### src/rtl/ysyx_22040759_gpr_mp.sv
// Multi-port GPR with two write lanes, optional write-to-read bypass and a
// per-register busy scoreboard used by issue (set) and writeback (clear).
module ysyx_22040759_gpr_mp #(
    parameter int XLEN   = 32,
    parameter int AW     = 5,
    parameter int NRD    = 2,
    parameter int BYPASS = 1
) (
    input  logic                  clk,
    input  logic                  rst,
    input  logic [NRD*AW-1:0]     raddr,
    output logic [NRD*XLEN-1:0]   rdata,
    output logic [NRD-1:0]        rbusy,
    input  logic                  wen0,
    input  logic [AW-1:0]         waddr0,
    input  logic [XLEN-1:0]       wdata0,
    input  logic                  wen1,
    input  logic [AW-1:0]         waddr1,
    input  logic [XLEN-1:0]       wdata1,
    input  logic                  iss_valid,
    input  logic [AW-1:0]         iss_rd,
    input  logic                  flush,
    input  logic [AW-1:0]         dbg_raddr,
    output logic [XLEN-1:0]       dbg_rdata,
    output logic [(2**AW)-1:0]    busy_vec
);

    localparam int NREG = 2**AW;

    logic [XLEN-1:0] regs [NREG];
    logic [NREG-1:0] busy;
    logic [NREG-1:0] busy_nxt;

    // Lane 1 is the younger instruction, so its write lands last and wins.
    always_ff @(posedge clk) begin
        if (rst) begin
            for (int i = 0; i < NREG; i++) begin
                regs[i] <= '0;
            end
        end else begin
            if (wen0 && (waddr0 != '0)) regs[waddr0] <= wdata0;
            if (wen1 && (waddr1 != '0)) regs[waddr1] <= wdata1;
        end
    end

    // A same-cycle issue beats a writeback clear: the new producer supersedes.
    always_comb begin
        busy_nxt = busy;
        if (flush) begin
            busy_nxt = '0;
        end else begin
            for (int r = 1; r < NREG; r++) begin
                if (iss_valid && (iss_rd == AW'(r))) begin
                    busy_nxt[r] = 1'b1;
                end else if ((wen0 && (waddr0 == AW'(r))) ||
                             (wen1 && (waddr1 == AW'(r)))) begin
                    busy_nxt[r] = 1'b0;
                end
            end
        end
        busy_nxt[0] = 1'b0;
    end

    always_ff @(posedge clk) begin
        if (rst) busy <= '0;
        else     busy <= busy_nxt;
    end

    always_comb begin
        rdata = '0;
        rbusy = '0;
        for (int k = 0; k < NRD; k++) begin
            logic [AW-1:0] ra;
            logic          hit0;
            logic          hit1;
            ra   = raddr[k*AW +: AW];
            hit0 = wen0 && (waddr0 == ra);
            hit1 = wen1 && (waddr1 == ra);
            if (ra != '0) begin
                if (BYPASS != 0) begin
                    if (hit1)      rdata[k*XLEN +: XLEN] = wdata1;
                    else if (hit0) rdata[k*XLEN +: XLEN] = wdata0;
                    else           rdata[k*XLEN +: XLEN] = regs[ra];
                    rbusy[k] = busy[ra] && !(hit0 || hit1);
                end else begin
                    rdata[k*XLEN +: XLEN] = regs[ra];
                    rbusy[k] = busy[ra];
                end
            end
        end
    end

    assign dbg_rdata = (dbg_raddr == '0) ? '0 : regs[dbg_raddr];
    assign busy_vec  = busy;

endmodule

### config.mk
export PLATFORM = sky130hd
export DESIGN_NAME = ysyx_22040759_gpr_mp
export DESIGN_NICKNAME = d
export VERILOG_FILES = /design/src/rtl/ysyx_22040759_gpr_mp.sv
export SDC_FILE = /design/constraint.sdc
export NUM_CORES = 2
export LEC_CHECK = 0
export CAP_MARGIN = 20
export CORE_MARGIN = 1.5
export CORE_UTILIZATION = 55
export DETAILED_ROUTE_END_ITERATION = 10
export PLACE_DENSITY_LB_ADDON = 0.05
export SYNTH_ARGS = -nofsm -noshare
export SYNTH_HDL_FRONTEND = slang
export SYNTH_SLANG_ARGS = --single-unit
### constraint.sdc
create_clock -name clk -period 6.4 [get_ports clk]
set_input_delay 1.28 -clock clk [delete_from_list [all_inputs] [get_ports clk]]
set_output_delay 1.28 -clock clk [all_outputs]
set_load 0.05 [all_outputs]
==> metrics <==
Netlist cell types 67; largest net degree at the start of global routing 105; post-place instance area 75,300 sq um; htree depth 3; CP Data Required Time 5.12 ns; Die X 361 um; skew final 0 ns; vias in the first global route 56,353; initial antenna violation count 15; first-pass GRT wire length 453 mm; total congestion overflow 0; register area share after synthesis 44.5%; synthesized instance count 5,112; post-route cell area 79,300 sq um; postcts setup bufs 0; placed wire-length estimate 194 mm; PortBufs 228; Syn Area/Cell 13.8 sq um; flops & latches, synth 1,055; critical path data arrival time 4.59 ns; Total GRT Usage 50.6%; Post-CTS Hold Buffers 0; CTS sink count 1,055; Final Setup Violations 0; Hold Crit Depth 2; critical path class in -> out; Tcrit/Tclk final 91.8%; Root Buffer clkbuf_16; clock latency on the worst-skew pair 0.78 ns; overall power 19.3 mW; initial core utilization 55.3%; static leakage 27.0 nW; final-stage net count 5,129; placer congestion estimate 0.955; fraction of registers with async set/reset 0%; Max Cap Violations 0; Post-synth EDFFs 1,024; FMAX 0.170 GHz; Tightest Pin Transition 1.20 ns; R2R Path End busy_vec[25]; CP Launch Type input port; Chip Height 361 um; CP max FO 21; Clock Path Buffers 3; drt pass-1 iters 9; Cell Area, Synth 70,400 sq um; reg2reg setup slack 5.64 ns; post_cts resized 0; crit path setup slack, layout 0.526 ns; Worst Hold Path EP busy_vec[27]; dominant synthesized flop cell edfxtp_1; worst reg2reg path depth 2; Worst Hold Class reg -> reg; row count 131; vias per cell 8.78; PwrDens 243 nW/um^2; DRC viols 0; hold wc startpoint busy_vec[27]; Final Hold Fails 0; routed vias 59,683; Worst VDD drop 215 uV; layout filler cell count 9,584; share of cells above drive strength 1 30.1%; RSZ-0062 raised after global routing no; final setup TNS 0 ns; status finished clean; dpl ws 0.676 ns; post-layout min period 5.87 ns; core footprint 127,000 sq um; clock transition at the registers of the reported paths 0.06 ns; Slew HR 19.5%; CTS Buf Count 118; Yosys warnings 0; synthesis-to-layout area growth 12.6%; Die Area 130,000 sq um; IO Pins 230; worst reg2reg path startpoint busy_vec[25]; drt total wl 334 mm; first-iteration detailed-routing DRC count 11,747; antenna-violating nets left 0; CTS tree yes; Max Slew Vio Count 0; WL/cell 49.1 um; CP endpoint kind output pin
synth_stat cells, types with 32 or more instances:
library cell	n	area share, %
nand3_1	48	0.34
o22ai_1	62	0.55
nor3_1	85	0.60
a22o_1	1045	13
mux4_2	697	22
clkbuf_1	436	2.3
o32ai_1	32	0.40
a21oi_1	36	0.26
inv_1	67	0.36
a31oi_1	32	0.28
o21ai_0	102	0.72
buf_4	58	0.62
buf_1	81	0.43
mux2i_1	238	3.4
buf_2	205	1.5
mux2_2	120	1.9
o21ai_1	32	0.23
o221ai_1	51	0.63
nor2_1	106	0.57
nand2_1	164	0.87
edfxtp_1	1024	44
a22oi_1	44	0.47
report_power, final:
| part | switching (mW) | internal (mW) | total [mW] |
|---|---|---|---|
| Combinational | 2.41 | 1.55 | 3.97 |
| Sequential | 0.315 | 8.01 | 8.32 |
| Clock | 3.02 | 3.96 | 6.99 |
critical path: stages:
cell and delay [ns]:
clkdlybuf4s50_1 0.82, xnor2_1 0.15, nand4_1 0.13, nor3_2 0.05, or3_2 0.86, o32ai_1 1.04
buf_12 0.23
cells in the final DEF, fill, tap and decap left out, drive strengths merged, types with 72 or more instances in the layout:
cell type	Yosys	final
a22o	1045	1045
buf	364	428
clkbuf	437	147
clkdlybuf4s50	0	138
edfxtp	1024	1024
inv	67	72
mux2	120	120
mux2i	238	238
mux4	697	697
nand2	164	164
nor2	111	111
nor3	107	107
o21ai	134	134
kinds of logic (layout without fill, tap and decap cells):
group	Yosys count	in the layout	share of synthesized area [%]
DFF	1055	1055	44.5
other	1	52	0.00533
buffers and inverters	868	842	5.52
and+or+nand+nor	501	501	3.49
muxes	1055	1055	27.6
xor gates and xnor gates	20	20	0.249
AOI/OAI and AO/OA	1612	1612	18.6
registers in the layout, summed over array words and instances (netlist names):
register / count
busy_vec: 31
regs: 1024
final cells by class:
class                           count  area [sq um]  share of cell area [%]
Sequential cell                  1055         31400                    39.6
Clock inverter                     62           644                   0.813
Clock buffer                      147          3140                    3.96
Timing Repair Buffer              566          5800                    7.32
Tap cell                         1662          2080                    2.62
Antenna cell                       19          47.5                  0.0600
Inverter                           67           251                   0.317
Multi-Input combinational cell   3221         35900                    45.3
how the worst max path moves through the flow:
stage	startpoint	endpoint	slack, ns	cells after the start
6_report	waddr0[0]	rdata[0]	0.53	7
5_1_grt	waddr0[0]	rdata[0]	0.62	7
4_1_cts	waddr1[3]	rdata[0]	0.67	7
3_5_place_dp	waddr0[0]	rdata[0]	0.68	7
3_3_place_gp	waddr0[1]	rdata[0]	0.71	7
2_1_floorplan	raddr[2]	rdata[21]	1.43	8
layer usage:
layer | GRT usage, % | share of wire, % | up-vias
met3 | 23.1 | 18 | 1903
met4 | 40.0 | 9.7 | 8
met2 | 69.5 | 41 | 6983
met5 | 0.407 | 0.013 | -
li1 | - | - | 21332
met1 | 61.4 | 32 | 29457
through the flow:
stage          utilization, %  hold WS [ns]  cells
3_3_place_gp             59.0         0.503   6555
5_1_grt                  62.2         0.544   6780
4_1_cts                  62.1         0.520   6773
2_1_floorplan               -         0.707   5144
6_report                 62.3         0.525   6799
3_5_place_dp             59.1         0.511   6564
Power figures use the tool's default switching activity.
